[src/rtl/peripheral_bus_pkg.sv]
// rtl/peripheral_bus_pkg.sv - shared types and constants for the peripheral bus hub
package peripheral_bus_pkg;

    typedef enum logic [1:0] {IDLE, ACCESS, HUB, RESPOND} hub_state_t;

    localparam logic [7:0] REG_PENDING    = 8'h00;
    localparam logic [7:0] REG_ENABLE     = 8'h04;
    localparam logic [7:0] REG_ERR_STATUS = 8'h08;
    localparam logic [7:0] REG_TIMEOUT    = 8'h0C;

    localparam int ERR_TIMEOUT_BIT  = 0;
    localparam int ERR_UNMAPPED_BIT = 1;
    localparam int ERR_MULTI_BIT    = 2;

    localparam logic [31:0] PB_UNMAPPED_DATA = 32'hFFFF_FFFF;

    function automatic logic [31:0] byte_merge(input logic [31:0] old_val,
                                               input logic [31:0] new_val,
                                               input logic [3:0]  sel);
        logic [31:0] result;
        for (int b = 0; b < 4; b++) begin
            result[8*b +: 8] = sel[b] ? new_val[8*b +: 8] : old_val[8*b +: 8];
        end
        return result;
    endfunction

endpackage

[src/rtl/peripheral_irq_ctrl.sv]
// rtl/peripheral_irq_ctrl.sv - per-source pending/enable interrupt controller with edge/level mode
module peripheral_irq_ctrl #(
    parameter int                   IRQ_COUNT     = 10,
    parameter logic [IRQ_COUNT-1:0] IRQ_EDGE_MASK = '1
) (
    input  logic                 clk,
    input  logic                 rst_n,
    input  logic [IRQ_COUNT-1:0] irq_src,
    input  logic                 clear_we,
    input  logic [IRQ_COUNT-1:0] clear_mask,
    input  logic                 enable_we,
    input  logic [IRQ_COUNT-1:0] enable_data,
    output logic [IRQ_COUNT-1:0] pending,
    output logic [IRQ_COUNT-1:0] enable,
    output logic [IRQ_COUNT-1:0] irq_o,
    output logic                 irq_any
);

    logic [IRQ_COUNT-1:0] src_q;
    logic [IRQ_COUNT-1:0] src_q2;
    logic [IRQ_COUNT-1:0] set_vec;
    logic [IRQ_COUNT-1:0] pending_next;
    logic [IRQ_COUNT-1:0] enable_next;

    // Set is OR-ed in after the clear so a same-cycle source event is never lost.
    always_comb begin
        set_vec      = (IRQ_EDGE_MASK & src_q & ~src_q2) | (~IRQ_EDGE_MASK & src_q);
        pending_next = (pending & ~(clear_we ? clear_mask : '0)) | set_vec;
        enable_next  = enable_we ? enable_data : enable;
    end

    always_ff @(posedge clk or negedge rst_n) begin
        if (!rst_n) begin
            src_q   <= '0;
            src_q2  <= '0;
            pending <= '0;
            enable  <= '0;
            irq_o   <= '0;
            irq_any <= 1'b0;
        end else begin
            src_q   <= irq_src;
            src_q2  <= src_q;
            pending <= pending_next;
            enable  <= enable_next;
            irq_o   <= pending_next & enable_next;
            irq_any <= |(pending_next & enable_next);
        end
    end

endmodule

[src/rtl/peripheral_bus_hub.sv]
// rtl/peripheral_bus_hub.sv - Wishbone to shared peripheral bus bridge with watchdog and interrupt controller
module peripheral_bus_hub
    import peripheral_bus_pkg::*;
#(
    parameter int                   NUM_PERIPHERALS = 4,
    parameter int                   IRQ_COUNT       = 10,
    parameter logic [IRQ_COUNT-1:0] IRQ_EDGE_MASK   = '1,
    parameter logic [7:0]           HUB_ID          = 8'hFF,
    parameter logic [15:0]          TIMEOUT_DEFAULT = 16'd255,
    parameter bit                   ERR_ON_UNMAPPED = 1'b1
) (
    input  logic                          clk,
    input  logic                          rst_n,
    input  logic                          wb_cyc_i,
    input  logic                          wb_stb_i,
    input  logic                          wb_we_i,
    input  logic [3:0]                    wb_sel_i,
    input  logic [23:0]                   wb_adr_i,
    input  logic [31:0]                   wb_data_i,
    output logic                          wb_ack_o,
    output logic                          wb_stall_o,
    output logic                          wb_error_o,
    output logic [31:0]                   wb_data_o,
    output logic                          pb_we,
    output logic                          pb_oe,
    output logic [23:0]                   pb_address,
    output logic [3:0]                    pb_byteSelect,
    output logic [31:0]                   pb_dataWrite,
    input  logic [NUM_PERIPHERALS-1:0]    pb_busy,
    input  logic [NUM_PERIPHERALS-1:0]    pb_requestOutput,
    input  logic [32*NUM_PERIPHERALS-1:0] pb_dataRead,
    input  logic [IRQ_COUNT-1:0]          irq_src,
    output logic [IRQ_COUNT-1:0]          irq_o,
    output logic                          irq_any
);

    hub_state_t           state;
    logic                 we_q;
    logic [15:0]          wait_cnt;
    logic [15:0]          timeout_reg;
    logic [15:0]          timeout_next;
    logic [31:0]          err_status;
    logic [31:0]          rd_mux;
    logic [31:0]          hub_rdata;
    logic [31:0]          sel_mask;
    logic                 claim_any;
    logic                 claim_multi;
    logic                 hub_wr;
    logic [IRQ_COUNT-1:0] pending;
    logic [IRQ_COUNT-1:0] enable;

    assign wb_stall_o  = (state != IDLE);
    assign claim_any   = |pb_requestOutput;
    assign claim_multi = |(pb_requestOutput & (pb_requestOutput - NUM_PERIPHERALS'(1)));
    assign hub_wr      = (state == HUB) && we_q;
    assign sel_mask    = {{8{pb_byteSelect[3]}}, {8{pb_byteSelect[2]}},
                          {8{pb_byteSelect[1]}}, {8{pb_byteSelect[0]}}};
    assign timeout_next = {pb_byteSelect[1] ? pb_dataWrite[15:8] : timeout_reg[15:8],
                           pb_byteSelect[0] ? pb_dataWrite[7:0]  : timeout_reg[7:0]};

    // Scan from the top so the lowest-index claimant overwrites the others.
    always_comb begin
        rd_mux = PB_UNMAPPED_DATA;
        for (int i = NUM_PERIPHERALS - 1; i >= 0; i--) begin
            if (pb_requestOutput[i]) rd_mux = pb_dataRead[32*i +: 32];
        end
    end

    always_comb begin
        hub_rdata = '0;
        case (pb_address[7:0])
            REG_PENDING:    hub_rdata = 32'(pending);
            REG_ENABLE:     hub_rdata = 32'(enable);
            REG_ERR_STATUS: hub_rdata = err_status;
            REG_TIMEOUT:    hub_rdata = {16'h0000, timeout_reg};
            default:        hub_rdata = '0;
        endcase
    end

    peripheral_irq_ctrl #(
        .IRQ_COUNT    (IRQ_COUNT),
        .IRQ_EDGE_MASK(IRQ_EDGE_MASK)
    ) u_irq_ctrl (
        .clk        (clk),
        .rst_n      (rst_n),
        .irq_src    (irq_src),
        .clear_we   (hub_wr && (pb_address[7:0] == REG_PENDING)),
        .clear_mask (IRQ_COUNT'(pb_dataWrite & sel_mask)),
        .enable_we  (hub_wr && (pb_address[7:0] == REG_ENABLE)),
        .enable_data(IRQ_COUNT'(byte_merge(32'(enable), pb_dataWrite, pb_byteSelect))),
        .pending    (pending),
        .enable     (enable),
        .irq_o      (irq_o),
        .irq_any    (irq_any)
    );

    always_ff @(posedge clk or negedge rst_n) begin
        if (!rst_n) begin
            state         <= IDLE;
            we_q          <= 1'b0;
            wait_cnt      <= '0;
            timeout_reg   <= TIMEOUT_DEFAULT;
            err_status    <= '0;
            wb_ack_o      <= 1'b0;
            wb_error_o    <= 1'b0;
            wb_data_o     <= '0;
            pb_we         <= 1'b0;
            pb_oe         <= 1'b0;
            pb_address    <= '0;
            pb_byteSelect <= '0;
            pb_dataWrite  <= '0;
        end else begin
            wb_ack_o   <= 1'b0;
            wb_error_o <= 1'b0;
            wb_data_o  <= '0;
            case (state)
                IDLE: begin
                    if (wb_cyc_i && wb_stb_i) begin
                        we_q          <= wb_we_i;
                        pb_address    <= wb_adr_i;
                        pb_byteSelect <= wb_sel_i;
                        pb_dataWrite  <= wb_data_i;
                        wait_cnt      <= '0;
                        if (wb_adr_i[23:16] == HUB_ID) begin
                            state <= HUB;
                        end else begin
                            state <= ACCESS;
                            pb_we <= wb_we_i;
                            pb_oe <= !wb_we_i;
                        end
                    end
                end
                ACCESS: begin
                    if (!wb_cyc_i) begin
                        state <= IDLE;
                        pb_we <= 1'b0;
                        pb_oe <= 1'b0;
                    end else if (!(|pb_busy)) begin
                        state <= RESPOND;
                        pb_we <= 1'b0;
                        pb_oe <= 1'b0;
                        if (!claim_any) begin
                            err_status[ERR_UNMAPPED_BIT] <= 1'b1;
                            err_status[31:8]             <= pb_address;
                            if (ERR_ON_UNMAPPED) begin
                                wb_error_o <= 1'b1;
                            end else begin
                                wb_ack_o  <= 1'b1;
                                wb_data_o <= we_q ? 32'h0 : PB_UNMAPPED_DATA;
                            end
                        end else begin
                            if (claim_multi) begin
                                err_status[ERR_MULTI_BIT] <= 1'b1;
                                err_status[31:8]          <= pb_address;
                            end
                            wb_ack_o  <= 1'b1;
                            wb_data_o <= we_q ? 32'h0 : rd_mux;
                        end
                    end else if ((timeout_reg != 16'h0) && (wait_cnt == timeout_reg)) begin
                        state                       <= RESPOND;
                        pb_we                       <= 1'b0;
                        pb_oe                       <= 1'b0;
                        wb_error_o                  <= 1'b1;
                        err_status[ERR_TIMEOUT_BIT] <= 1'b1;
                        err_status[31:8]            <= pb_address;
                    end else if (wait_cnt != 16'hFFFF) begin
                        wait_cnt <= wait_cnt + 16'd1;
                    end
                end
                HUB: begin
                    state    <= RESPOND;
                    wb_ack_o <= 1'b1;
                    if (we_q) begin
                        if (pb_address[7:0] == REG_ERR_STATUS) err_status  <= '0;
                        if (pb_address[7:0] == REG_TIMEOUT)    timeout_reg <= timeout_next;
                    end else begin
                        wb_data_o <= hub_rdata;
                    end
                end
                RESPOND: state <= IDLE;
                default: state <= IDLE;
            endcase
        end
    end

endmodule

[config.mk]
export PLATFORM = sky130hd
export DESIGN_NAME = peripheral_bus_hub
export DESIGN_NICKNAME = d
export VERILOG_FILES = /design/src/rtl/peripheral_bus_pkg.sv /design/src/rtl/peripheral_irq_ctrl.sv /design/src/rtl/peripheral_bus_hub.sv
export SDC_FILE = /design/constraint.sdc
export NUM_CORES = 1
export LEC_CHECK = 0
export ABC_CLOCK_PERIOD_IN_PS = 2250
export CAP_MARGIN = 25
export CORE_ASPECT_RATIO = 0.8
export CORE_UTILIZATION = 42
export CTS_BUF_LIST = sky130_fd_sc_hd__clkbuf_16
export DETAILED_ROUTE_END_ITERATION = 7
export PLACE_DENSITY = 0.77
export REMOVE_ABC_BUFFERS = 1
export SETUP_SLACK_MARGIN = 0.3
export SLEW_MARGIN = 20
export SYNTH_ARGS = -nofsm -noshare
export SYNTH_HDL_FRONTEND = slang
export SYNTH_SLANG_ARGS = --single-unit
[constraint.sdc]
create_clock -name clk -period 2.25 [get_ports clk]
set_clock_uncertainty 0.05 [all_clocks]
set_input_delay 0.45 -clock clk [delete_from_list [all_inputs] [get_ports clk]]
set_output_delay 0.45 -clock clk [all_outputs]
set_load 0.02 [all_outputs]
==> metrics.txt, run 1 <==
# TYPE chip_impl_metric gauge
chip_impl_info{name="run_status",value="finished with violations"} 1
chip_impl_info{name="failed_checks",value="setup timing"} 1
chip_impl_metric{name="cp.arrival",unit="ns"} 2.73
chip_impl_metric{name="design.final.nets",unit=""} 1539
chip_impl_info{name="critical_path.endpoint",value="err_status[29]"} 1
chip_impl_metric{name="floorplan.die_area",unit="µm²"} 24400
chip_impl_info{name="critical-path-slowest-cell",value="sky130_fd_sc_hd__dfstp_2"} 1
chip_impl_info{name="postSynth.topFlopCell",value="sky130_fd_sc_hd__dfrtp_1"} 1
chip_impl_metric{name="i_o_pins",unit=""} 319
chip_impl_metric{name="post-place-ws",unit="ns"} -0.384
chip_impl_metric{name="grt_max_degree",unit=""} 68
chip_impl_metric{name="achievable-frequency",unit="MHz"} 419
chip_impl_metric{name="wl_met3",unit="mm"} 2.65
chip_impl_metric{name="ys_async_sr_fraction",unit=""} 1.00
chip_impl_metric{name="slew_headroom",unit=""} 0.632
chip_impl_info{name="critical-path-top-delay-family",value="simple AND/OR/NAND/NOR gates"} 1
chip_impl_metric{name="report.final.slew_viol_count",unit=""} 0
chip_impl_info{name="highest_layer",value="met4"} 1
chip_impl_info{name="cp_cell_sequence",value="xor2_1, nor4_2, nand2_1, or2_4, a31oi_4, buf_6, buf_16, mux2_4"} 1
chip_impl_metric{name="final_total_pwr",unit="mW"} 17.2
chip_impl_metric{name="antenna_found_initial",unit=""} 1
chip_impl_metric{name="route.vias.total",unit=""} 9037
chip_impl_metric{name="clk_pin_slew_worst_paths",unit="ns"} 0.07
chip_impl_metric{name="route.detailed.drc",unit=""} 0
chip_impl_metric{name="globalRouteOverflowTotal",unit=""} 0
chip_impl_metric{name="area_delta_synth_final",unit="%"} 61.5
chip_impl_metric{name="report.final.hold_viol_count",unit=""} 0
chip_impl_metric{name="critPathBufInv",unit=""} 2
chip_impl_info{name="critical_path.startpoint_type",value="flip-flop"} 1
chip_impl_metric{name="power_per_cell_area",unit="nW/µm²"} 1060
chip_impl_metric{name="power.share.clock",unit=""} 0.207
chip_impl_metric{name="numClockSinks",unit=""} 209
chip_impl_metric{name="totalWireLength",unit="mm"} 34.6
chip_impl_metric{name="drt_first_iter_violations",unit=""} 695
chip_impl_metric{name="viasPerCell",unit=""} 5.47
chip_impl_info{name="root_buffer",value="sky130_fd_sc_hd__clkbuf_16"} 1
chip_impl_info{name="tritoncts_clock_tree",value="done"} 1
chip_impl_metric{name="drt_antenna_net_count",unit=""} 0
chip_impl_metric{name="netlist_area",unit="µm²"} 10000
chip_impl_metric{name="synth_warnings",unit=""} 0
chip_impl_metric{name="slowest_delay",unit="ns"} 0.55
chip_impl_info{name="crit-reg2reg-capture",value="err_status[29]"} 1
chip_impl_metric{name="path_length_in_cells_of_the_critical_path",unit=""} 8
chip_impl_metric{name="wire_length_per_cell_after_detailed_routing",unit="µm"} 20.9
chip_impl_metric{name="worst_skew_pair.late_latency",unit="ns"} 0.52
chip_impl_metric{name="layout_min_cycle_time",unit="ns"} 2.39
chip_impl_metric{name="number_of_detailed_routing_iterations_run_before_antenna_repair",unit=""} 5
chip_impl_info{name="layout_commonest_cell",value="sky130_fd_sc_hd__clkdlybuf4s50_1"} 1
chip_impl_metric{name="cts_max_level",unit=""} 1
chip_impl_metric{name="final.setup.worst_slack",unit="ns"} -0.136
chip_impl_metric{name="netlist-cell-type-count",unit=""} 59
chip_impl_metric{name="ys_seq_elements",unit=""} 209
chip_impl_info{name="layout.cells.most_common_list",value="sky130_fd_sc_hd__clkdlybuf4s50_1 (207), sky130_fd_sc_hd__dfrtp_1 (198), sky130_fd_sc_hd__buf_4 (109)"} 1
chip_impl_metric{name="number_of_global_route_vias_before_repair",unit=""} 9021
chip_impl_metric{name="clock_tree.buffer_depth",unit=""} 3
chip_impl_info{name="cp-end-kind",value="flip-flop"} 1
chip_impl_metric{name="finalNonFillerCells",unit=""} 1653
chip_impl_metric{name="detailed_place_hpwl",unit="mm"} 24.5
chip_impl_metric{name="synth_enable_flop_cells",unit=""} 0
chip_impl_metric{name="maxCapViolCount",unit=""} 0
chip_impl_info{name="crit_type",value="reg -> reg"} 1
chip_impl_metric{name="met1Wirelength",unit="mm"} 14.8
chip_impl_info{name="worstSetupStartpoint",value="timeout_reg[5]"} 1
chip_impl_metric{name="initial_core_util",unit=""} 0.428
chip_impl_metric{name="global_routing_usage_summed_across_all_routing_layers",unit=""} 0.271
chip_impl_metric{name="combinational_power_share",unit=""} 0.457
chip_impl_metric{name="fillers",unit=""} 1737
chip_impl_metric{name="core",unit="µm²"} 23400
chip_impl_metric{name="dr_wl_met2",unit="mm"} 16.4
chip_impl_info{name="grt_setup_unrepaired",value="yes"} 1
chip_impl_metric{name="utilization",unit=""} 0.690
chip_impl_metric{name="floorplan.rows",unit=""} 50
chip_impl_metric{name="sequential_share_of_power",unit=""} 0.336
chip_impl_metric{name="power.switching",unit="mW"} 6.44
chip_impl_metric{name="synth.yosys.seq_area_share",unit=""} 0.524
chip_impl_metric{name="fraction_of_power_spent_switching_nets",unit=""} 0.375
chip_impl_metric{name="leakage",unit="nW"} 7.43
chip_impl_metric{name="place_congestion",unit=""} 0.907
chip_impl_info{name="largest_registers",value="pb_dataWrite (32), wb_data_o (32), err_status (27)"} 1
chip_impl_metric{name="required",unit="ns"} 2.59
chip_impl_metric{name="final_layout_size_suffix_gt1_frac",unit=""} 0.312
chip_impl_metric{name="tightestPinTransition",unit="ns"} 0.552
chip_impl_metric{name="path_max_fanout",unit=""} 8
chip_impl_metric{name="timing.reg2reg.setup_slack",unit="ns"} -0.14
chip_impl_metric{name="cts_buffers",unit=""} 22
chip_impl_metric{name="syn-instance-count",unit=""} 884
chip_impl_metric{name="p_int",unit="mW"} 10.8
chip_impl_metric{name="die_y",unit="µm"} 140
chip_impl_metric{name="setup_viol_count_final",unit=""} 25
chip_impl_metric{name="final.period_utilization",unit=""} 1.06
chip_impl_info{name="critical_path.reg2reg.startpoint",value="timeout_reg[5]"} 1
chip_impl_metric{name="vdd_drop_max",unit="µV"} 871
chip_impl_metric{name="die_wd",unit="µm"} 175
chip_impl_info{name="hp-class",value="reg -> reg"} 1
chip_impl_metric{name="io_buffers",unit=""} 318
chip_impl_metric{name="grt_pass1_wl",unit="mm"} 51.3
chip_impl_metric{name="dp.cells",unit=""} 1575
chip_impl_metric{name="syn-mean-instance-area",unit="µm²"} 11.3
chip_impl_metric{name="worst_hold_slack",unit="ns"} 0.315
chip_impl_metric{name="reg2reg_depth",unit=""} 8
-- what timing repair did --
item	4_1_cts	5_1_grt
gates cloned	3	1
pin swaps	21	58
setup buffers	14	18
resized for setup	187	127
hold buffers	1	0
endpoints found under the setup margin	198	126
hold endpoints to repair	59	0
-- worst reg2reg max path: cells and delay by family, from the launching register on --
| kind | cells | cell delay [ns] |
|---|---|---|
| AND/OR/NAND/NOR | 3 | 0.77 |
| flip-flops | 1 | 0.55 |
| buffers and inverters | 2 | 0.30 |
| multiplexers | 1 | 0.30 |
| AO/OA/AOI/OAI | 1 | 0.21 |
| XOR/XNOR | 1 | 0.08 |
-- metrics by stage --
| stage | TNS [ns] | area, µm² |
|---|---|---|
| after floorplan | -94.22 | 9720 |
| after global placement | -15.72 | 14400 |
| after detailed placement | -15.54 | 14400 |
| after CTS | -2.13 | 15500 |
| after global routing | -5.15 | 16200 |
| final | -2.76 | 16200 |
-- how the worst min path moves through the flow --
stage / from / endpoint / slack, ns / depth (start not counted)
finish: u_irq_ctrl.src_q[2] / u_irq_ctrl.src_q2[2] / 0.32 / 0
global route: irq_src[7] / u_irq_ctrl.src_q[7] / 0.31 / 1
CTS: irq_src[8] / u_irq_ctrl.src_q[8] / 0.31 / 1
detailed placement: u_irq_ctrl.src_q[0] / u_irq_ctrl.src_q2[0] / 0.31 / 0
global placement: u_irq_ctrl.src_q[0] / u_irq_ctrl.src_q2[0] / 0.30 / 0
floorplan: rst_n / err_status[0] / 0.10 / 0
-- logic make-up after synthesis --
kind of cell    Yosys count  share of synthesized area
compound gates          189                      0.129
xor+xnor                 16                     0.0140
fa+ha+maj                 5                    0.00600
buf+inv                  84                     0.0371
flops                   209                      0.524
mux                     130                      0.158
simple gates            251                      0.133
-- layout make-up --
| cell class | count | area, µm² | area share |
|---|---|---|---|
| multi-input combinational | 592 | 5040 | 0.312 |
| antenna | 1 | 2.50 | 0.000155 |
| clock buffer | 22 | 551 | 0.0341 |
| sequential | 209 | 5240 | 0.325 |
| tap | 312 | 390 | 0.0242 |
| clock inverter | 18 | 146 | 0.00906 |
| inverter | 24 | 90.1 | 0.00558 |
| timing repair buffer | 475 | 4690 | 0.290 |
-- cell usage after synthesis, types with 19 or more instances --
master                       n  area, µm²
sky130_fd_sc_hd__mux2_2     90       1010
sky130_fd_sc_hd__nand2_1    72        270
sky130_fd_sc_hd__clkbuf_1   44        165
sky130_fd_sc_hd__nand3_1    21        105
sky130_fd_sc_hd__nor2b_1    32        200
sky130_fd_sc_hd__dfrtp_1   201       5030
sky130_fd_sc_hd__nor2_1     39        146
sky130_fd_sc_hd__o21ai_0    32        160
sky130_fd_sc_hd__a21oi_1    23        115
sky130_fd_sc_hd__o22ai_1    34        213
sky130_fd_sc_hd__mux2_4     20        300
sky130_fd_sc_hd__nand4_1    19        119
sky130_fd_sc_hd__o211ai_1   57        428
sky130_fd_sc_hd__inv_1      24       90.1
-- per-layer routing --
layer  track usage  up-vias
met3        0.0627       55
met1         0.373     4481
met2         0.440      395
li1              -     4106
met5             0        -
met4        0.0517        0
-- power groups by stage --
stage          logic, mW  registers (mW)  clock network [mW]
2_1_floorplan       2.88            6.32                   0
3_3_place_gp        7.02            5.69                   0
3_5_place_dp        7.16            5.72                   0
4_1_cts             7.30            5.67                3.61
5_1_grt             8.36            5.89                3.76
6_report            7.85            5.78                3.56
No activity file was read; power rests on OpenSTA's default activity.
==> run 2, diff against run 1 <==
--- a/config.mk
+++ b/config.mk
@@ -5,16 +5,17 @@
 export SDC_FILE = /design/constraint.sdc
 export NUM_CORES = 1
 export LEC_CHECK = 0
-export ABC_CLOCK_PERIOD_IN_PS = 2250
+export ABC_CLOCK_PERIOD_IN_PS = 2300
 export CAP_MARGIN = 25
 export CORE_ASPECT_RATIO = 0.8
-export CORE_UTILIZATION = 42
+export CORE_UTILIZATION = 47
 export CTS_BUF_LIST = sky130_fd_sc_hd__clkbuf_16
 export DETAILED_ROUTE_END_ITERATION = 7
-export PLACE_DENSITY = 0.77
+export PLACE_DENSITY = 0.81
 export REMOVE_ABC_BUFFERS = 1
 export SETUP_SLACK_MARGIN = 0.3
 export SLEW_MARGIN = 20
 export SYNTH_ARGS = -nofsm -noshare
 export SYNTH_HDL_FRONTEND = slang
+export SYNTH_HIERARCHICAL = 1
 export SYNTH_SLANG_ARGS = --single-unit
==> constraint.sdc (replaced) <==
create_clock -name clk -period 2.3 [get_ports clk]
set_clock_uncertainty 0.05 [all_clocks]
set_input_delay 0.46 -clock clk [delete_from_list [all_inputs] [get_ports clk]]
set_output_delay 0.46 -clock clk [all_outputs]
set_load 0.02 [all_outputs]
==> run 2 against run 1 <==
The run ends with DRC, setup timing left. Die area down 9.2%. Sequential power is essentially flat. Core utilization grew 8.2 points. Critical path type unchanged. Combinational power increased by 2%. Synthesized cell count grew 0.79%. Area after synthesis rose by 1.5%.
==> metrics.txt, run 2 <==
# TYPE chip_impl_metric gauge
chip_impl_metric{name="power_per_cell_area",unit="nW/µm²"} 1070
chip_impl_metric{name="critPathBufInv",unit=""} 1
chip_impl_metric{name="report.final.slew_viol_count",unit=""} 0
chip_impl_metric{name="antenna_found_initial",unit=""} 1
chip_impl_metric{name="i_o_pins",unit=""} 319
chip_impl_metric{name="die_wd",unit="µm"} 166
chip_impl_info{name="failed_checks",value="DRC, setup timing"} 1
chip_impl_metric{name="wl_met3",unit="mm"} 2.82
chip_impl_metric{name="syn-instance-count",unit=""} 891
chip_impl_info{name="critical-path-slowest-cell",value="sky130_fd_sc_hd__or4_4"} 1
chip_impl_metric{name="setup_total_negative_slack",unit="ns"} -8.92
chip_impl_metric{name="worst_skew_pair.late_latency",unit="ns"} 0.52
chip_impl_metric{name="place_congestion",unit=""} 0.874
chip_impl_metric{name="fraction_of_power_spent_switching_nets",unit=""} 0.375
chip_impl_metric{name="route.detailed.drc",unit=""} 12
chip_impl_metric{name="final.period_utilization",unit=""} 1.12
chip_impl_info{name="layout_commonest_cell",value="sky130_fd_sc_hd__clkdlybuf4s50_1"} 1
chip_impl_info{name="crit_type",value="reg -> reg"} 1
chip_impl_metric{name="synth.yosys.seq_area_share",unit=""} 0.516
chip_impl_metric{name="post-synth-top-area-fraction",unit=""} 0.495
chip_impl_metric{name="wire_length_per_cell_after_detailed_routing",unit="µm"} 22.3
chip_impl_info{name="hp-class",value="reg -> reg"} 1
chip_impl_info{name="root_buffer",value="sky130_fd_sc_hd__clkbuf_16"} 1
chip_impl_metric{name="grt_max_degree",unit=""} 65
chip_impl_info{name="postSynth.topFlopCell",value="sky130_fd_sc_hd__dfrtp_1"} 1
chip_impl_metric{name="ys_async_sr_fraction",unit=""} 1.00
chip_impl_metric{name="final_layout_size_suffix_gt1_frac",unit=""} 0.324
chip_impl_metric{name="report.final.hold_viol_count",unit=""} 0
chip_impl_metric{name="cp.arrival",unit="ns"} 2.89
chip_impl_metric{name="io_buffers",unit=""} 318
chip_impl_metric{name="netlist-cell-type-count",unit=""} 68
chip_impl_info{name="largest_registers",value="pb_dataWrite (32), wb_data_o (32), err_status (27)"} 1
chip_impl_metric{name="path_max_fanout",unit=""} 8
chip_impl_metric{name="slowest_delay",unit="ns"} 0.56
chip_impl_info{name="run_status",value="finished with violations"} 1
chip_impl_metric{name="design.final.nets",unit=""} 1519
chip_impl_info{name="synthMostInstantiatedCell",value="sky130_fd_sc_hd__dfrtp_1"} 1
chip_impl_info{name="post_synth_most_frequent_cells",value="sky130_fd_sc_hd__dfrtp_1 (201), sky130_fd_sc_hd__mux2_2 (112), sky130_fd_sc_hd__nand2_1 (69), sky130_fd_sc_hd__clkbuf_1 (43), sky130_fd_sc_hd__nor2_1 (40)"} 1
chip_impl_metric{name="slew_headroom",unit=""} 0.606
chip_impl_metric{name="global_routing_usage_summed_across_all_routing_layers",unit=""} 0.313
chip_impl_metric{name="leakage",unit="nW"} 7.40
chip_impl_metric{name="sequential_share_of_power",unit=""} 0.334
chip_impl_metric{name="vdd_drop_max",unit="µV"} 832
chip_impl_metric{name="required",unit="ns"} 2.62
chip_impl_info{name="grt_setup_unrepaired",value="yes"} 1
chip_impl_metric{name="core",unit="µm²"} 20900
chip_impl_metric{name="viasPerCell",unit=""} 5.73
chip_impl_metric{name="cts_buffers",unit=""} 22
chip_impl_metric{name="clk_pin_slew_worst_paths",unit="ns"} 0.06
chip_impl_info{name="layout.cells.most_common_list",value="sky130_fd_sc_hd__clkdlybuf4s50_1 (241), sky130_fd_sc_hd__dfrtp_1 (190), sky130_fd_sc_hd__mux2_2 (88)"} 1
chip_impl_metric{name="maxCapViolCount",unit=""} 0
chip_impl_metric{name="power.switching",unit="mW"} 6.48
chip_impl_metric{name="numClockSinks",unit=""} 209
chip_impl_metric{name="syn-mean-instance-area",unit="µm²"} 11.4
chip_impl_metric{name="detailed_place_hpwl",unit="mm"} 23.8
chip_impl_metric{name="die_y",unit="µm"} 133
chip_impl_metric{name="cts_max_level",unit=""} 1
chip_impl_metric{name="clock_tree.buffer_depth",unit=""} 3
chip_impl_info{name="critical-path-top-delay-family",value="simple AND/OR/NAND/NOR gates"} 1
chip_impl_metric{name="globalRouteOverflowTotal",unit=""} 0
chip_impl_metric{name="combinational_power_share",unit=""} 0.461
chip_impl_metric{name="drt_antenna_net_count",unit=""} 0
chip_impl_metric{name="route.vias.total",unit=""} 9100
chip_impl_metric{name="number_of_detailed_routing_iterations_run_before_antenna_repair",unit=""} 7
chip_impl_info{name="highest_layer",value="met4"} 1
chip_impl_info{name="cp_cell_sequence",value="or4_4, nor3_4, and3_4, nand2_4, nor2_4, buf_8, mux2_2, a22oi_2, nand4_1"} 1
chip_impl_metric{name="layout_min_cycle_time",unit="ns"} 2.57
chip_impl_metric{name="synth_warnings",unit=""} 6
chip_impl_metric{name="initial_core_util",unit=""} 0.485
chip_impl_metric{name="setup_viol_count_final",unit=""} 57
chip_impl_metric{name="synth_enable_flop_cells",unit=""} 0
chip_impl_metric{name="dr_wl_met2",unit="mm"} 17.4
chip_impl_metric{name="floorplan.rows",unit=""} 47
chip_impl_info{name="synthDominantAreaCellType",value="sky130_fd_sc_hd__dfrtp_1"} 1
chip_impl_metric{name="tightestPinTransition",unit="ns"} 0.585
chip_impl_metric{name="grt_pass1_wl",unit="mm"} 53.8
chip_impl_metric{name="netlist_area",unit="µm²"} 10200
chip_impl_metric{name="met1Wirelength",unit="mm"} 14.3
chip_impl_metric{name="utilization",unit=""} 0.772
chip_impl_info{name="critical_path.startpoint_type",value="flip-flop"} 1
chip_impl_metric{name="totalWireLength",unit="mm"} 35.4
chip_impl_info{name="tritoncts_clock_tree",value="done"} 1
chip_impl_info{name="cp-end-kind",value="flip-flop"} 1
chip_impl_metric{name="power.share.clock",unit=""} 0.204
chip_impl_metric{name="ys_seq_elements",unit=""} 209
chip_impl_metric{name="floorplan.die_area",unit="µm²"} 22200
chip_impl_metric{name="number_of_global_route_vias_before_repair",unit=""} 9501
chip_impl_metric{name="p_int",unit="mW"} 10.8
chip_impl_metric{name="drt_first_iter_violations",unit=""} 781
chip_impl_info{name="top_post_synthesis_cells_by_area",value="sky130_fd_sc_hd__dfrtp_1 (50%), sky130_fd_sc_hd__mux2_2 (12%), sky130_fd_sc_hd__nand2_1 (2.6%)"} 1
chip_impl_metric{name="final.setup.worst_slack",unit="ns"} -0.267
chip_impl_metric{name="area_delta_synth_final",unit="%"} 59.2
chip_impl_metric{name="achievable-frequency",unit="MHz"} 390
[run 2: cell count changes in the layout (fill, tap and decap cells not counted), moves of 11 or more]
| cell | before | now |
|---|---|---|
| sky130_fd_sc_hd__clkdlybuf4s50_1 | 207 | 241 |
| sky130_fd_sc_hd__o211ai_1 | 57 | 23 |
| sky130_fd_sc_hd__and2_1 | 1 | 15 |
| sky130_fd_sc_hd__dlymetal6s2s_1 | 7 | 18 |
| sky130_fd_sc_hd__buf_4 | 109 | 80 |
| sky130_fd_sc_hd__mux2_2 | 68 | 88 |
| sky130_fd_sc_hd__nand4_1 | 19 | 7 |
| sky130_fd_sc_hd__dlygate4sd2_1 | 97 | 56 |
[run 2: cell families (layout without fill, tap and decap cells)]
kind of cell	after synthesis	count (layout)	share of synthesized area
AO/OA/AOI/OAI	161	161	0.111
XOR/XNOR	16	16	0.0138
adder cells (fa/ha/maj)	5	5	0.00591
buffers and inverters	83	511	0.0367
flip-flops	209	209	0.516
multiplexers	160	160	0.182
other	0	1	0
AND/OR/NAND/NOR	257	257	0.134
[run 2: power by group through the flow]
stage	combinational [mW]	clock, mW	sequential [mW]
finish	7.97	3.53	5.78
global route	8.40	3.69	5.89
CTS	7.39	3.54	5.76
detailed placement	6.57	0	5.77
global placement	6.42	0	5.73
floorplan	2.69	0	6.26
[run 2: path summary, 6_finish.rpt]
| check | start | to | slack (ns) | depth (start not counted) |
|---|---|---|---|---|
| setup / recovery | pb_address[1] | u_irq_ctrl/irq_any | -0.27 | 9 |
| hold / removal | u_irq_ctrl/src_q[8] | u_irq_ctrl/src_q2[8] | 0.31 | 0 |
| setup reg to reg | pb_address[1] | u_irq_ctrl/irq_any | -0.27 | 9 |
| hold reg to reg | u_irq_ctrl/src_q[8] | u_irq_ctrl/src_q2[8] | 0.31 | 0 |
| max in group asynchronous | rst_n | pb_address[6] | 1.08 | 3 |
| min in group asynchronous | rst_n | wait_cnt[4] | 0.38 | 2 |
[run 2: stage by stage]
step	power (mW)	instances	setup slack, ns	hold slack, ns	instance area, µm²
after floorplan	8.95	831	-0.964	0.114	9870
after CTS	16.7	1576	-0.257	0.326	15800
after global routing	18.0	1589	-0.327	0.334	16200
after global placement	12.2	1506	-0.437	0.304	14200
final	17.3	1589	-0.267	0.314	16200
after detailed placement	12.3	1506	-0.483	0.317	14200
[run 2: final cells by class]
cell class / instances / area (µm²)
Antenna cell: 1 / 2.50
Clock buffer: 23 / 576
Clock inverter: 16 / 130
Fill cell: 1325 / 4770
Inverter: 23 / 91.3
Multi-Input combinational cell: 599 / 5210
Sequential cell: 209 / 5260
Tap cell: 269 / 337
Timing Repair Buffer: 449 / 4570
[run 2: per-layer routing]
metal	global-route usage	vias to the layer above
met2	0.534	458
met4	0.0802	0
met1	0.412	4525
met5	0	-
met3	0.0621	72
li1	-	4045
[run 2: repair_timing]
| action | 4_1_cts | 5_1_grt |
|---|---|---|
| hold endpoints to repair | 39 | 0 |
| endpoints found under the setup margin | 176 | 147 |
| resized for setup | 215 | 68 |
| buffers inserted | 25 | 10 |
| hold buffers | 1 | 0 |
| cloned | 5 | 2 |
| pin swaps | 39 | 23 |
==> run 3, diff against run 2 <==
--- a/config.mk
+++ b/config.mk
@@ -7,11 +7,13 @@
 export LEC_CHECK = 0
 export ABC_CLOCK_PERIOD_IN_PS = 2300
 export CAP_MARGIN = 25
+export CELL_PAD_IN_SITES_DETAIL_PLACEMENT = 1
+export CELL_PAD_IN_SITES_GLOBAL_PLACEMENT = 2
 export CORE_ASPECT_RATIO = 0.8
-export CORE_UTILIZATION = 47
+export CORE_UTILIZATION = 29
 export CTS_BUF_LIST = sky130_fd_sc_hd__clkbuf_16
 export DETAILED_ROUTE_END_ITERATION = 7
-export PLACE_DENSITY = 0.81
+export PLACE_DENSITY_LB_ADDON = 0.1
 export REMOVE_ABC_BUFFERS = 1
 export SETUP_SLACK_MARGIN = 0.3
 export SLEW_MARGIN = 20
==> run 3 against run 2 <==
The run ends with setup timing left. Core utilization shrank 28 points. Non-clock buffer count grew 29. First-iteration DRC count shrank 54%. Combinational power grew 1%. Critical path type unchanged.
==> metrics.txt, run 3 (same netlist as run 2, synthesis figures left out) <==
# TYPE chip_impl_metric gauge
chip_impl_info{name="run_status",value="finished with violations"} 1
chip_impl_info{name="failed_checks",value="setup timing"} 1
chip_impl_info{name="layout.cells.most_common_list",value="sky130_fd_sc_hd__clkdlybuf4s50_1 (205), sky130_fd_sc_hd__dfrtp_1 (192), sky130_fd_sc_hd__dlygate4sd2_1 (103)"} 1
chip_impl_info{name="crit_type",value="reg -> reg"} 1
chip_impl_info{name="top_usage_layer",value="met2"} 1
chip_impl_metric{name="multi_input_area",unit="µm²"} 5290
chip_impl_metric{name="worst_hold_slack",unit="ns"} 0.279
chip_impl_info{name="cp_cell_sequence",value="or4_4, nor3_4, buf_6, nand4b_1, a21oi_2, o221a_4, buf_12, buf_16, mux2_4"} 1
chip_impl_metric{name="path_length_in_cells_of_the_critical_path",unit=""} 9
chip_impl_info{name="worstSetupStartpoint",value="pb_address[1]"} 1
chip_impl_info{name="hp-class",value="in -> reg"} 1
chip_impl_metric{name="route.vias.total",unit=""} 8790
chip_impl_metric{name="die_y",unit="µm"} 169
chip_impl_metric{name="grt_use_met1",unit=""} 0.296
chip_impl_metric{name="grt_max_degree",unit=""} 67
chip_impl_metric{name="antenna_cells",unit=""} 0
chip_impl_info{name="critical-path-slowest-cell",value="sky130_fd_sc_hd__or4_4"} 1
chip_impl_metric{name="route.detailed.drc",unit=""} 0
chip_impl_info{name="critical_path.endpoint",value="err_status[21]"} 1
chip_impl_metric{name="path_max_fanout",unit=""} 6
chip_impl_metric{name="io_buffers",unit=""} 318
chip_impl_metric{name="footprint_of_the_flip_flops_and_latches",unit="µm²"} 5250
chip_impl_metric{name="met3_grt_util",unit=""} 0.0463
chip_impl_metric{name="drt_antenna_net_count",unit=""} 0
chip_impl_metric{name="worst_skew_pair.late_latency",unit="ns"} 0.58
chip_impl_metric{name="grt_pass1_wl",unit="mm"} 58.6
chip_impl_metric{name="report.final.hold_viol_count",unit=""} 0
chip_impl_metric{name="core",unit="µm²"} 34100
chip_impl_metric{name="place_congestion",unit=""} 0.783
chip_impl_metric{name="timing.reg2reg.setup_slack",unit="ns"} -0.29
chip_impl_info{name="tritoncts_clock_tree",value="done"} 1
chip_impl_metric{name="globalRouteOverflowTotal",unit=""} 0
chip_impl_info{name="largest_registers",value="pb_dataWrite (32), wb_data_o (32), err_status (27)"} 1
chip_impl_metric{name="design.final.nets",unit=""} 1550
chip_impl_metric{name="drt_first_iter_violations",unit=""} 356
chip_impl_metric{name="cp.arrival",unit="ns"} 2.98
chip_impl_metric{name="i_o_pins",unit=""} 319
chip_impl_metric{name="achievable-frequency",unit="MHz"} 387
chip_impl_metric{name="slew_headroom",unit=""} 0.613
chip_impl_metric{name="detailed_place_hpwl",unit="mm"} 28.4
chip_impl_metric{name="maxCapViolCount",unit=""} 0
chip_impl_metric{name="layout_min_cycle_time",unit="ns"} 2.59
chip_impl_info{name="layout_commonest_cell",value="sky130_fd_sc_hd__clkdlybuf4s50_1"} 1
chip_impl_info{name="crit-reg2reg-capture",value="err_status[21]"} 1
chip_impl_metric{name="initial_core_util",unit=""} 0.298
chip_impl_info{name="min_from",value="irq_src[0]"} 1
chip_impl_metric{name="final_layout_size_suffix_gt1_frac",unit=""} 0.340
chip_impl_metric{name="wire_length_per_cell_after_detailed_routing",unit="µm"} 21.8
chip_impl_metric{name="viasPerCell",unit=""} 4.83
chip_impl_metric{name="totalWireLength",unit="mm"} 39.6
chip_impl_metric{name="antenna_found_initial",unit=""} 0
chip_impl_metric{name="area_delta_synth_final",unit="%"} 64.0
chip_impl_metric{name="final.setup.worst_slack",unit="ns"} -0.287
chip_impl_metric{name="slowest_delay",unit="ns"} 0.56
chip_impl_metric{name="clk_pin_slew_worst_paths",unit="ns"} 0.07
chip_impl_info{name="cp-end-kind",value="flip-flop"} 1
chip_impl_metric{name="report.final.slew_viol_count",unit=""} 0
chip_impl_info{name="critical_path.reg2reg.startpoint",value="pb_address[1]"} 1
chip_impl_metric{name="cts_max_level",unit=""} 1
chip_impl_metric{name="utilization",unit=""} 0.489
chip_impl_metric{name="cts_buffers",unit=""} 24
chip_impl_metric{name="vdd_drop_max",unit="µV"} 835
chip_impl_info{name="critical-path-top-delay-family",value="simple AND/OR/NAND/NOR gates"} 1
chip_impl_metric{name="number_of_global_route_vias_before_repair",unit=""} 9417
chip_impl_metric{name="leakage",unit="nW"} 7.59
chip_impl_metric{name="setup_viol_count_final",unit=""} 58
chip_impl_metric{name="floorplan.die_area",unit="µm²"} 35800
chip_impl_info{name="grt_setup_unrepaired",value="yes"} 1
chip_impl_metric{name="numClockSinks",unit=""} 209
chip_impl_metric{name="global_routing_usage_summed_across_all_routing_layers",unit=""} 0.216
chip_impl_info{name="critical_path.startpoint_type",value="flip-flop"} 1
chip_impl_metric{name="final.period_utilization",unit=""} 1.12
chip_impl_metric{name="reg2reg_depth",unit=""} 9
chip_impl_metric{name="number_of_detailed_routing_iterations_run_before_antenna_repair",unit=""} 4
chip_impl_metric{name="floorplan.rows",unit=""} 60
chip_impl_metric{name="required",unit="ns"} 2.70
chip_impl_metric{name="power_per_cell_area",unit="nW/µm²"} 1060
chip_impl_metric{name="post-place-ws",unit="ns"} -0.504
chip_impl_metric{name="die_wd",unit="µm"} 211
chip_impl_metric{name="tightestPinTransition",unit="ns"} 0.580
chip_impl_metric{name="fillers",unit=""} 3677
chip_impl_metric{name="met2_usage",unit=""} 0.349
chip_impl_metric{name="critPathBufInv",unit=""} 3
chip_impl_info{name="root_buffer",value="sky130_fd_sc_hd__clkbuf_16"} 1
chip_impl_metric{name="clock_tree.buffer_depth",unit=""} 3
[run 3: cell count changes in the layout (fill, tap and decap cells not counted), sizes merged, moves of 2 or more]
| cell | delta |
|---|---|
| dlygate4sd2 | +47 |
| clkbuf | +3 |
| bufbuf | -2 |
| clkdlybuf4s15 | +3 |
| clkdlybuf4s50 | -36 |
| inv | +4 |
| buf | +31 |
| dlymetal6s2s | -16 |
[run 3: area by class of cell]
class,instances,share of cell area
Clock buffer,24,0.0361
Clock inverter,20,0.0102
Sequential cell,209,0.315
Inverter,23,0.00548
Tap cell,465,0.0349
Timing Repair Buffer,478,0.281
Multi-Input combinational cell,599,0.317
[run 3: worst min-delay path by stage]
stage | cells past startpoint | to | slack [ns]
after floorplan | 0 | err_status[0] | 0.11
after global placement | 0 | u_irq_ctrl/src_q2[6] | 0.31
after detailed placement | 0 | u_irq_ctrl/src_q2[8] | 0.31
after CTS | 1 | u_irq_ctrl/src_q[8] | 0.25
after global routing | 1 | u_irq_ctrl/src_q[7] | 0.26
final | 1 | u_irq_ctrl/src_q[0] | 0.28
[run 3: power by group]
group,total (mW),internal (mW),switching [mW],leakage (nW)
Clock,3.83,2.14,1.69,0.393
Combinational,8.06,4.07,3.99,4.63
Sequential,5.71,4.72,0.984,2.57
[run 3: stage by stage]
step	setup TNS, ns	total power [mW]	instance area (µm²)	instances
final	-7.59	17.6	16700	1818
after global routing	-14.37	18.5	16700	1818
after CTS	-5.32	17.4	16200	1797
after detailed placement	-29.44	12.7	14600	1724
after global placement	-27.39	12.6	14600	1724
after floorplan	-90.81	8.95	9870	831
[run 3: what timing repair did]
| item | CTS | global route |
|---|---|---|
| endpoints found under the setup margin | 232 | 131 |
| endpoints found under the hold margin | 53 | 0 |
| hold buffers | 1 | 0 |
| resized for setup | 295 | 60 |
| setup buffers | 22 | 19 |
| pin swaps | 37 | 35 |
| cloned | 6 | 2 |
[run 3: worst reg2reg max path, delay by kind of cell (launching register included)]
family | cells | cell delay, ns
buffers and inverters | 3 | 0.42
and+or+nand+nor | 3 | 0.89
AOI/OAI and AO/OA | 2 | 0.44
DFF | 1 | 0.37
muxes | 1 | 0.30
[run 3: per-layer routing]
metal	share of wire	vias up
li1	-	4118
met1	0.45	4429
met5	0	-
met2	0.47	206
met4	0.017	0
met3	0.058	37
